## config.mk

```make
export PLATFORM = sky130hd
export DESIGN_NAME = lcd_hd44780_writer
export DESIGN_NICKNAME = d
export VERILOG_FILES = /design/src/rtl/lcd_pkg.sv /design/src/rtl/lcd_delay_timer.sv /design/src/rtl/lcd_hd44780_writer.sv
export SDC_FILE = /design/constraint.sdc
export NUM_CORES = 1
export LEC_CHECK = 0
export ABC_AREA = 1
export CORE_MARGIN = 2
export CORE_UTILIZATION = 63
export DETAILED_ROUTE_END_ITERATION = 6
export DONT_BUFFER_PORTS = 1
export GPL_TIMING_DRIVEN = 0
export PLACE_DENSITY = 0.79
export SKIP_CTS_REPAIR_TIMING = 1
export SKIP_LAST_GASP = 1
export SLEW_MARGIN = 25
export SYNTH_ARGS = -nofsm -noshare
export SYNTH_HDL_FRONTEND = slang
export SYNTH_SLANG_ARGS = --single-unit
```

## constraint.sdc

```tcl
create_clock -name clk_clk -period 2.3 [get_ports clk_clk]
set_input_delay 0.23 -clock clk_clk [delete_from_list [all_inputs] [get_ports clk_clk]]
set_output_delay 0.23 -clock clk_clk [all_outputs]
set_load 0.03 [all_outputs]
```

## src/rtl/lcd_pkg.sv

```systemverilog
// Shared constants for the HD44780 write-only interface:
// FSM state codes, power-on init command table and slow-command helpers.
package lcd_pkg;

    localparam logic [2:0] S_PWR_WAIT = 3'd0;
    localparam logic [2:0] S_LOAD     = 3'd1;
    localparam logic [2:0] S_SETUP    = 3'd2;
    localparam logic [2:0] S_EN_HI    = 3'd3;
    localparam logic [2:0] S_HOLD     = 3'd4;
    localparam logic [2:0] S_EXEC     = 3'd5;
    localparam logic [2:0] S_IDLE     = 3'd6;

    localparam int INIT_LEN = 4;
    localparam logic [7:0] CMD_CLEAR = 8'h01;
    localparam logic [7:0] CMD_HOME  = 8'h02;

    // 8-bit bus/2-line, display on, clear, entry mode increment
    localparam logic [31:0] INIT_CMD = {8'h38, 8'h0C, CMD_CLEAR, 8'h06};

    function automatic logic [7:0] init_cmd(input logic [1:0] idx);
        return INIT_CMD[(3 - idx) * 8 +: 8];
    endfunction

    // 0x03 decodes as return-home too, so it needs the long wait
    function automatic logic slow_cmd(input logic rs, input logic [7:0] db);
        return !rs && (db == CMD_CLEAR || db == CMD_HOME || db == 8'h03);
    endfunction

    function automatic int max2(input int a, input int b);
        return (a > b) ? a : b;
    endfunction

endpackage

```

## src/rtl/lcd_delay_timer.sv

```systemverilog
// Loadable down-counter; holds at zero until reloaded.
// Reset value lets the power-up wait start counting without a load cycle.
module lcd_delay_timer #(
    parameter int W       = 8,
    parameter int RST_VAL = 0
) (
    input  logic         clk,
    input  logic         rst_n,
    input  logic         load,
    input  logic [W-1:0] value,
    output logic         zero
);

    logic [W-1:0] cnt;

    always_ff @(posedge clk or negedge rst_n) begin
        if (!rst_n) begin
            cnt <= W'(RST_VAL);
        end else if (load) begin
            cnt <= value;
        end else if (cnt != '0) begin
            cnt <= cnt - 1'b1;
        end
    end

    assign zero = (cnt == '0);

endmodule

```

## src/rtl/lcd_hd44780_writer.sv

```systemverilog
// HD44780 write-only interface: power-on init, then one byte per
// valid/ready transfer with setup/enable/hold/execute timing.
module lcd_hd44780_writer
    import lcd_pkg::*;
#(
    parameter int SETUP_CYC = 4,
    parameter int EN_CYC    = 12,
    parameter int HOLD_CYC  = 4,
    parameter int EXEC_CYC  = 2000,
    parameter int CLEAR_CYC = 82000,
    parameter int PWRUP_CYC = 750000
) (
    input  logic       clk_clk,
    input  logic       reset_reset_n,
    input  logic       in_valid,
    output logic       in_ready,
    input  logic       in_rs,
    input  logic [7:0] in_data,
    output logic [7:0] lcd_db,
    output logic       lcd_rs,
    output logic       lcd_rw,
    output logic       lcd_en,
    output logic       init_done
);

    localparam int MAX_CYC = max2(max2(max2(SETUP_CYC, EN_CYC), max2(HOLD_CYC, EXEC_CYC)),
                                  max2(CLEAR_CYC, PWRUP_CYC));
    localparam int W = $clog2(MAX_CYC) + 1;

    if (SETUP_CYC < 1 || EN_CYC < 1 || HOLD_CYC < 1 ||
        EXEC_CYC < 1 || CLEAR_CYC < 1 || PWRUP_CYC < 1) begin : g_bad_param
        $fatal(1, "lcd_hd44780_writer: every *_CYC parameter must be >= 1");
    end

    localparam logic [W-1:0] L_SETUP = W'(SETUP_CYC - 1);
    localparam logic [W-1:0] L_EN    = W'(EN_CYC - 1);
    localparam logic [W-1:0] L_HOLD  = W'(HOLD_CYC - 1);
    localparam logic [W-1:0] L_EXEC  = W'(EXEC_CYC - 1);
    localparam logic [W-1:0] L_CLEAR = W'(CLEAR_CYC - 1);

    logic [2:0]   state_q, state_d;
    logic [1:0]   idx_q;
    logic         done_q;
    logic         pend_rs;
    logic [7:0]   pend_data;
    logic [7:0]   db_q;
    logic         rs_q;
    logic         t_load;
    logic [W-1:0] t_value;
    logic         t_zero;
    logic         accept;
    logic         init_last;
    logic         exec_end;

    lcd_delay_timer #(
        .W       (W),
        .RST_VAL (PWRUP_CYC - 1)
    ) u_timer (
        .clk   (clk_clk),
        .rst_n (reset_reset_n),
        .load  (t_load),
        .value (t_value),
        .zero  (t_zero)
    );

    assign in_ready  = (state_q == S_IDLE) && done_q;
    assign accept    = in_valid && in_ready;
    assign init_last = (idx_q == 2'(INIT_LEN - 1));
    assign exec_end  = (state_q == S_EXEC) && t_zero;

    always_comb begin
        state_d = state_q;
        t_load  = 1'b0;
        t_value = '0;
        unique case (state_q)
            S_PWR_WAIT: if (t_zero) state_d = S_LOAD;
            S_LOAD: begin
                state_d = S_SETUP;
                t_load  = 1'b1;
                t_value = L_SETUP;
            end
            S_SETUP: if (t_zero) begin
                state_d = S_EN_HI;
                t_load  = 1'b1;
                t_value = L_EN;
            end
            S_EN_HI: if (t_zero) begin
                state_d = S_HOLD;
                t_load  = 1'b1;
                t_value = L_HOLD;
            end
            S_HOLD: if (t_zero) begin
                state_d = S_EXEC;
                t_load  = 1'b1;
                t_value = slow_cmd(rs_q, db_q) ? L_CLEAR : L_EXEC;
            end
            S_EXEC: if (t_zero) begin
                state_d = (!done_q && !init_last) ? S_LOAD : S_IDLE;
            end
            S_IDLE: if (accept) state_d = S_LOAD;
            default: state_d = S_PWR_WAIT;
        endcase
    end

    always_ff @(posedge clk_clk or negedge reset_reset_n) begin
        if (!reset_reset_n) begin
            state_q   <= S_PWR_WAIT;
            idx_q     <= '0;
            done_q    <= 1'b0;
            pend_rs   <= 1'b0;
            pend_data <= '0;
            db_q      <= '0;
            rs_q      <= 1'b0;
        end else begin
            state_q <= state_d;
            if (exec_end && !done_q) begin
                if (init_last) done_q <= 1'b1;
                else           idx_q  <= idx_q + 2'd1;
            end
            if (accept) begin
                pend_rs   <= in_rs;
                pend_data <= in_data;
            end
            // Bus only moves here, so it is frozen through EN and HOLD
            if (state_q == S_LOAD) begin
                db_q <= done_q ? pend_data : init_cmd(idx_q);
                rs_q <= done_q ? pend_rs : 1'b0;
            end
        end
    end

    assign lcd_db    = db_q;
    assign lcd_rs    = rs_q;
    assign lcd_rw    = 1'b0;
    assign lcd_en    = (state_q == S_EN_HI);
    assign init_done = done_q;

endmodule

```

==> run metrics, run 1 <==
crit path kind flip-flop to flip-flop; DIE AREA 4440 um^2; grt ovf 0; Final setup viols 0; critical path endpoint category flip-flop; worst setup path end pend_rs; Crit path buffers/inverters 2; worst reg2reg path depth 5; RSZ-0062 raised after global routing false; status completed; syn avg cell area 8.00 um^2; Fmax achieved 471 MHz; Worst R2R Setup Slack 180 ps; power consumption 1.43 mW; Hold/Removal Path Class primary input to flip-flop; row count 22; Clock Sinks 45; antenna viol nets, final 0; residual DRC count 0; # IOs 25; largest net degree at the start of global routing 46; Routed WL 4.92 mm; register area share after synthesis 46.2%; Crit path depth 5; Pleak 1.39 nW; max-cap violations 0; pre-CTS WS 46.2 ps; Core Util, Final 72.5%; Layout fillers 289; Post-DP Area 2530 um^2; Final Cycle Share 92.3%; Synth async-reset ratio 100%; Placed Instances 357; syn nets 325; Slew Limit Fails 0; TritonCTS buffer count 5; register area 1140 um^2; CORE AREA 3720 um^2; routed len/inst 13.4 um; Startpoint Class flip-flop; layout cells sized above 1 15.0%; I/O Buffers 0; buffer depth of the longest clock path 2; Starting Density 66.5%; first-pass GRT wire length 8.33 mm; CTS clk-pin slew, worst paths 80 ps; vias post-DR 2002; CTS tree done; Critical Path AT 2300 ps; worst r2r src init_done; Inserted Diodes 0; delay-heaviest family, CP flip-flops; Vias/cell 5.46; area of the multi-input gates 1180 um^2; Setup TNS 0 ps; vias in the first global route 1841; Hold Fails Final Rpt 0; Iteration-0 DRC Markers 120; Worst-Skew Late Latency 300 ps; RePlAce Congestion 0.897; worst reg2reg endpoint pend_rs; Period minus WS final 2120 ps; Area Overhead vs Synth 8.91%; Worst path slowest cell dfrtp_1; drt pass-1 iters 4; post-synthesis cell area 2470 um^2; hold_ws 71.8 ps; hpwl dp 3.61 mm; final non-filler cell total 367; Die X 66.6 um; skew final 13.0 ps; critical path cell sequence inv_1, nor3_4, nand2_1, buf_4, mux2_1; initial antenna violation count 0; worst setup margin 177 ps; Synth Register Bits 45; die height 66.6 um; crit-path max FO 10; ys flop type dfrtp_1; Distinct cells, synth 34; Pwr Density 532 nW/um^2; Max VDD drop 0.442 mV; CTS H-tree lvls 2; Final Cell Area 2690 um^2; Nets 334; CP required 2470 ps; Synth Warn # 0; CTS Root Buffer Type clkbuf_8; Post-synth EDFFs 0; crit path from init_done; Critical Path Max Stage Delay 660 ps; Mapped Cells 309; Tot GR Track Use 25.0%
## power breakdown
group	switching [mW]	internal, mW	total [mW]
Combinational	0.0177	0.00731	0.0250
Clock	0.261	0.354	0.615
Sequential	0	0.792	0.792
## synth_stat cells, drive strengths merged (2+ instances only)
master,n,area share (%)
ha,4,2.0
nand3b,5,1.5
mux2,7,3.2
nand3,16,3.4
nor3,4,1.0
nor2,51,9.2
o21ai,20,4.0
or2,2,0.51
a21oi,19,3.8
buf,8,2.3
nand2,86,13
nand4,5,1.3
dfstp,13,14
xor2,5,1.8
dfrtp,32,32
inv,24,3.6
## worst min path at each step
| stage | start | endpoint | slack, ps | cells past startpoint |
|---|---|---|---|---|
| final | in_data[7] | pend_data[7] | 70 | 1 |
| after global routing | in_rs | pend_rs | 60 | 1 |
| after CTS | reset_reset_n | u_timer.cnt[11] | -390 | 0 |
| after detailed placement | reset_reset_n | u_timer.cnt[11] | -60 | 0 |
| after global placement | reset_reset_n | u_timer.cnt[11] | -60 | 0 |
| after floorplan | reset_reset_n | idx_q[0] | -70 | 0 |
## per-layer routing
metal  GRT usage [%]  part of all wire [%]
met1            31.9                    44
met2            42.9                    51
met3            4.39                   4.4
met4            8.16                   1.0
met5               0                     0
## cell usage in the layout (no fill, tap or decap), types with 6 or more instances in the layout
master / synthesis / layout
nand2_1: 84 / 84
nor2_1: 45 / 45
dfrtp_1: 32 / 32
inv_1: 23 / 23
o21ai_0: 20 / 20
a21oi_1: 19 / 19
nand3_1: 15 / 15
dfstp_2: 13 / 13
clkbuf_8: 0 / 6
## kinds of logic (layout without fill, tap and decap cells)
group           count (synthesis)  in the layout  share of synthesized area (%)
compound gates                 43             43                           9.16
mux                             7              7                           3.19
simple gates                  171            171                           31.4
fa+ha+maj                       4              4                           2.02
buf+inv                        33             43                           6.12
flops                          45             45                           46.2
other cells                     1              1                          0.152
xor+xnor                        5              5                           1.77
## sequential cells by signal, summed over array words and instances, names as in the netlist
name / flops
init_done: 1
u_timer.cnt: 21
idx_q: 2
state_q: 3
lcd_rs: 1
lcd_db: 8
pend_rs: 1
pend_data: 8
## layout make-up
class	instances	share of cell area, %
Tap cell	48	2.23
Clock buffer	7	3.21
Buffer	9	2.28
Inverter	24	3.35
Multi-Input combinational cell	231	44.0
Clock inverter	1	1.12
Timing Repair Buffer	2	1.39
Sequential cell	45	42.4
No activity file was read; power rests on OpenSTA's default activity.
==> run 2: changes to the inputs <==
CTS_BUF_LIST = sky130_fd_sc_hd__clkbuf_16   (was unset)
PLACE_DENSITY = 0.85   (was 0.79)
==> run 2 against run 1 <==
Against the previous run:
- cell count unchanged
- clock skew decreased by 6.1 ps
- global-route usage increased by 1.8 points
- largest power group is now the clock network
- largest cell class unchanged
- worst setup slack got worse by 9.2 ps
- critical endpoint is now pend_data[7]
- die area unchanged
==> run metrics, run 2 (synthesis results as in run 1) <==
status completed (unchanged); row count 22 (unchanged); Fmax achieved 469 MHz (was 471 MHz); Clk pwr share 50.7% (was 43.0%); drt pass-1 iters 4 (unchanged); Switching Power 0.339 mW (was 0.278 mW); routed len/inst 14.2 um (was 13.4 um); CORE AREA 3720 um^2 (unchanged); die height 66.6 um (unchanged); sw frac 20.4% (was 19.4%); commonest non-fill, non-tap cell in the layout nand2_1 (unchanged); Pwr Density 603 nW/um^2 (was 532 nW/um^2); Vias/cell 5.42 (was 5.46); layout cells sized above 1 15.4% (was 15.0%); Layout fillers 296 (was 289); Clock Sinks 45 (unchanged); Startpoint Class flip-flop (unchanged); hpwl dp 3.76 mm (was 3.61 mm); CTS Root Buffer Type clkbuf_16 (was clkbuf_8); Int Power 1.32 mW (was 1.15 mW); Hold/Removal Path Class primary input to flip-flop (unchanged); Tot GR Track Use 26.8% (was 25.0%); TritonCTS buffer count 5 (unchanged); Logic pwr share 1.5% (was 1.7%); DIE AREA 4440 um^2 (unchanged); max-cap violations 0 (unchanged); Setup TNS 0 ps (unchanged); worst reg2reg endpoint pend_data[7] (was pend_rs); Core Util, Final 74.0% (was 72.5%); antenna viol nets, final 0 (unchanged); Inserted Diodes 0 (unchanged); vias post-DR 1990 (was 2002); Pleak 1.41 nW (was 1.39 nW); most flop-heavy register u_timer.cnt (unchanged); Starting Density 66.5% (unchanged); max reg flops 21 (unchanged); Worst-Skew Late Latency 290 ps (was 300 ps); Period minus WS final 2130 ps (was 2120 ps); Die X 66.6 um (unchanged); Final setup viols 0 (unchanged); CP required 2480 ps (was 2470 ps); I/O Buffers 0 (unchanged); vias in the first global route 1961 (was 1841); Routed WL 5.20 mm (was 4.92 mm); RePlAce Congestion 0.910 (was 0.897); hold_sp in_rs (was in_data[7]); WHS Endpoint pend_rs (was pend_data[7]); Iteration-0 DRC Markers 151 (was 120); first-pass GRT wire length 8.76 mm (was 8.33 mm); grt ovf 0 (unchanged); CTS H-tree lvls 2 (unchanged); CTS clk-pin slew, worst paths 70 ps (was 80 ps); skew final 6.98 ps (was 13.0 ps); sequential fraction of design power 47.8% (was 55.3%); Final Cell Area 2750 um^2 (was 2690 um^2); buffer depth of the longest clock path 2 (unchanged); crit path kind flip-flop to flip-flop (unchanged); Max VDD drop 0.530 mV (was 0.442 mV); residual DRC count 0 (unchanged); Slew Limit Fails 0 (unchanged); # IOs 25 (unchanged); crit-path max FO 10 (unchanged); worst reg2reg path depth 5 (unchanged); CTS tree done (unchanged); Critical Path AT 2310 ps (was 2300 ps); Final Cycle Share 92.7% (was 92.3%); Hold Fails Final Rpt 0 (unchanged); critical path endpoint category flip-flop (unchanged); initial antenna violation count 0 (unchanged); largest net degree at the start of global routing 46 (unchanged); Nets 334 (unchanged); Worst R2R Setup Slack 170 ps (was 180 ps); Hold Crit Depth 1 (unchanged); worst r2r src init_done (unchanged); Post-DP Area 2530 um^2 (unchanged); Area Overhead vs Synth 11.2% (was 8.91%); most frequent cells in the layout 84 x nand2_1, 45 x nor2_1, 32 x dfrtp_1 (unchanged); RSZ-0062 raised after global routing false (unchanged)
[run 2: cell types whose count changed in the layout (fill, tap and decap cells not counted), sizes merged]
cell | before | now
clkbuf | 8 | 6
inv | 24 | 26
[run 2: area by class of cell]
type	count	area, um^2	share of cell area (%)
clock buffers	5	125	4.55
clock inverters	3	47.5	1.73
multi-input cells	231	1180	43.1
plain buffers	9	61.3	2.23
repair buffers	2	37.5	1.37
flip-flops and latches	45	1140	41.6
inverters	24	90.1	3.28
well taps	48	60.1	2.18
[run 2: worst max path at each step]
stage	start	endpoint	depth (start not counted)
after floorplan	init_done	pend_data[7]	5
after global placement	init_done	pend_data[7]	5
after detailed placement	init_done	pend_data[7]	5
after CTS	init_done	pend_data[7]	5
after global routing	init_done	pend_data[7]	5
final	init_done	pend_data[7]	5
[run 2: per-stage QoR]
stage / setup slack (ps) / std cells / power, mW / hold slack (ps)
finish: 168 / 367 / 1.66 / 67.5
global route: 38.0 / 367 / 1.71 / 57.5
CTS: 11.3 / 365 / 1.64 / -374
detailed placement: 31.8 / 357 / 0.810 / -64.4
global placement: 61.9 / 357 / 0.810 / -64.3
floorplan: 306 / 309 / 0.810 / -65.6
[run 2: critical path, cell delays in order (launching register included)]
cell	delay [ps]
dfrtp_1	650
inv_1	210
nor3_4	420
nand2_1	200
buf_4	220
mux2_1	310
[run 2: per-layer routing]
layer / up-vias / wire (um) / track usage, %
met5: - / 0 / 0
met4: 0 / 110 / 9.95
met3: 12 / 308 / 8.61
met2: 55 / 2680 / 46.5
met1: 912 / 2100 / 30.7
li1: 1011 / - / -
[run 2: power by group through the flow]
stage          Combinational, mW  Sequential, mW  Clock [mW]
2_1_floorplan            0.00358           0.807           0
3_3_place_gp             0.00358           0.807           0
3_5_place_dp             0.00358           0.807           0
4_1_cts                  0.00358           0.792       0.849
5_1_grt                   0.0290           0.792       0.886
6_report                  0.0252           0.792       0.841
==> run 3: changes to the inputs <==
ABC_AREA = unset   (was 1)
CTS_CLUSTER_SIZE = 28   (was unset)
SYNTH_HIERARCHICAL = 1   (was unset)
==> run 3 against run 2 <==
Against the previous run:
- the flow now finishes with violations (negative setup slack)
- via count fell by 1.8%
- die area rose by 3.0%
- register-to-register slack got worse by 360 ps
- clock-buffer cell count did not move
- maximum frequency fell by 15%
- routed wire length rose by 3.7%
- critical path type unchanged
- critical endpoint is now u_timer/cnt[6]
==> run metrics, run 3 <==
worst setup margin -194 ps (was 168 ps); Layout fillers 255 (was 296); grt ovf 0 (unchanged); Max VDD drop 0.417 mV (was 0.530 mV); post-synthesis cell area 2550 um^2 (was 2470 um^2); antenna viol nets, final 0 (unchanged); CTS Root Buffer Type clkbuf_16 (unchanged); Final Cell Area 3040 um^2 (was 2750 um^2); die height 67.7 um (was 66.6 um); largest cells by area after synthesis dfrtp_1 31%, dfstp_2 13%, mux2_2 4.9%, xnor2_1 4.8%, nand2_1 4.7% (was dfrtp_1 32%, dfstp_2 14%, nand2_1 13%, nor2_1 6.8%, o21ai_0 4.0%); vias post-DR 1955 (was 1990); Die X 67.7 um (was 66.6 um); delay-heaviest family, CP simple AND/OR/NAND/NOR gates (was flip-flops); Critical Path Max Stage Delay 470 ps (was 650 ps); worst rel slew slack 57.3%; register area share after synthesis 44.8% (was 46.2%); Post-DP Area 2700 um^2 (was 2530 um^2); most flop-heavy register u_timer/cnt (was u_timer.cnt); Post-synth EDFFs 0 (unchanged); Fmax achieved 401 MHz (was 469 MHz); CP required 2530 ps (was 2480 ps); largest net degree at the start of global routing 46 (unchanged); post-synth top area share 31.4% (was 32.4%); max reg flops 21 (unchanged); crit path kind flip-flop to flip-flop (unchanged); Post-synth top cells 32 x dfrtp_1, 32 x nand2_1, 14 x xnor2_1 (was 84 x nand2_1, 45 x nor2_1, 32 x dfrtp_1); critical path endpoint category flip-flop (unchanged); crit-path max FO 6 (was 10); most frequent cells in the layout 32 x nand2_1, 32 x dfrtp_1, 14 x xnor2_1, 14 x buf_4, 13 x dfstp_2 (was 84 x nand2_1, 45 x nor2_1, 32 x dfrtp_1); CTS clk-pin slew, worst paths 60 ps (was 70 ps); vias in the first global route 1847 (was 1961); row count 23 (was 22); hpwl dp 3.58 mm (was 3.76 mm); Worst path slowest cell or4b_4 (was dfrtp_1); Routed WL 5.40 mm (was 5.20 mm); Tot GR Track Use 25.4% (was 26.8%); initial antenna violation count 0 (unchanged); RePlAce Congestion 0.859 (was 0.910); syn avg cell area 10.3 um^2 (was 8.00 um^2); ys flop type dfrtp_1 (unchanged); layout cells sized above 1 30.8% (was 15.4%); Synth Register Bits 45 (unchanged); Hold Fails Final Rpt 0 (unchanged); Distinct cells, synth 54 (was 34); first-pass GRT wire length 8.45 mm (was 8.76 mm); Nets 295 (was 334); DIE AREA 4580 um^2 (was 4440 um^2); Clock Sinks 45 (unchanged); Mapped Cells 247 (was 309); Inserted Diodes 0 (unchanged); TritonCTS buffer count 5 (unchanged); Final Cycle Share 108% (was 92.7%); routed len/inst 16.4 um (was 14.2 um); Pwr Density 503 nW/um^2 (was 603 nW/um^2); # IOs 25 (unchanged); critical path cell sequence inv_4, ha_4, or4b_4, nor4b_4, and2_4, buf_8, nand3b_1, o21ai_1, buf_4, buf_8, a21oi_2, o31ai_2, o21a_1 (was inv_1, nor3_4, nand2_1, buf_4, mux2_1); Worst-Skew Late Latency 290 ps (about the same); failing checks negative setup slack; Iteration-0 DRC Markers 78 (was 151); Pleak 1.32 nW (was 1.41 nW); CTS H-tree lvls 2 (unchanged); Period minus WS final 2490 ps (was 2130 ps); power consumption 1.53 mW (was 1.66 mW); skew final 6.51 ps (was 6.98 ps); Starting Density 64.7% (was 66.5%); Synth async-reset ratio 100% (unchanged); Critical Path AT 2720 ps (was 2310 ps); Synth Warn # 6 (was 0); Vias/cell 5.94 (was 5.42); max-cap violations 0 (unchanged); Area Overhead vs Synth 18.9% (was 11.2%); CORE AREA 3940 um^2 (was 3720 um^2); Crit path buffers/inverters 4 (was 2); Startpoint Class flip-flop (unchanged); status complete, but fails checks (was completed); buffer depth of the longest clock path 2 (unchanged); post-synth top area cell dfrtp_1 (unchanged); CTS tree done (unchanged); residual DRC count 0 (unchanged); I/O Buffers 0 (unchanged); Hold/Removal Path Class primary input to flip-flop (unchanged); Final setup viols 22 (was 0); drt pass-1 iters 4 (unchanged); Slew Limit Fails 0 (unchanged); Worst-Margin Slew 635 ps; critical path's most frequent cell buf_8; RSZ-0062 raised after global routing true (was false)
run 3: changes by cell type after synthesis, moves of 7 or more:
cell,before,now
nand2_1,84,32
nor2_1,45,9
inv_1,23,6
xnor2_1,0,14
o21ai_0,20,8
a21oi_1,19,8
nand3_1,15,6
o31ai_1,1,9
o21ai_1,0,7
run 3: final timing paths:
path / start / endpoint / slack [ps] / cells past startpoint
min reg2reg: pend_data[7] / lcd_db[7] / 510 / 2
min: in_data[6] / pend_data[6] / 90 / 1
max reg2reg: u_timer/cnt[0] / u_timer/cnt[6] / -190 / 13
min in group asynchronous: reset_reset_n / u_timer/cnt[18] / 450 / 2
max: u_timer/cnt[0] / u_timer/cnt[6] / -190 / 13
max in group asynchronous: reset_reset_n / u_timer/cnt[5] / 1580 / 2
run 3: cell families after synthesis:
group / count (synthesis) / synth area share (%)
multiplexers: 14 / 6.08
flip-flops: 45 / 44.8
buffers and inverters: 21 / 4.31
XOR/XNOR: 18 / 6.18
AO/OA/AOI/OAI: 52 / 14.0
AND/OR/NAND/NOR: 91 / 22.1
adder cells (fa/ha/maj): 5 / 2.45
other: 1 / 0.147
run 3: metal layers:
layer	up-vias	track usage [%]	wire length [um]
li1	946	-	-
met1	962	29.8	2240
met2	37	43.9	2780
met3	10	6.33	248
met4	0	11.2	128
met5	-	0	0
run 3: layout make-up:
cell class	count	area, um^2	share of cell area (%)
buffer	15	121	4.00
clock buffer	5	125	4.12
clock inverter	3	22.5	0.742
inverter	6	25.0	0.824
multi-input combinational	191	1400	46.0
sequential	45	1140	37.6
tap	50	62.6	2.06
timing repair buffer	14	140	4.62
run 3: stage by stage:
step / setup TNS (ps) / hold WS (ps) / cells / worst slack (ps) / utilization [%]
after floorplan: -2060 / -65.6 / 257 / -180 / -
after detailed placement: -8220 / -64.3 / 307 / -488 / 68.6
after global routing: -6130 / 80.6 / 329 / -329 / 77.0
after CTS: -8520 / -373 / 315 / -510 / 72.3
final: -3010 / 86.5 / 329 / -194 / 77.0
after global placement: -7700 / -64.1 / 307 / -450 / 68.6
run 3: power breakdown:
group / switching [mW] / internal [mW] / total (mW)
logic: 0.0201 / 0.00736 / 0.0275
registers: 0 / 0.793 / 0.793
clock network: 0.302 / 0.404 / 0.706
run 3: worst reg2reg max path: stages, from the launching register on:
cell and delay, ps:
dfstp_2 390, inv_4 70, ha_4 130, or4b_4 470
nor4b_4 270, and2_4 220, buf_8 100, nand3b_1 130
o21ai_1 110, buf_4 170, buf_8 110, a21oi_2 30
o31ai_2 80, o21a_1 150
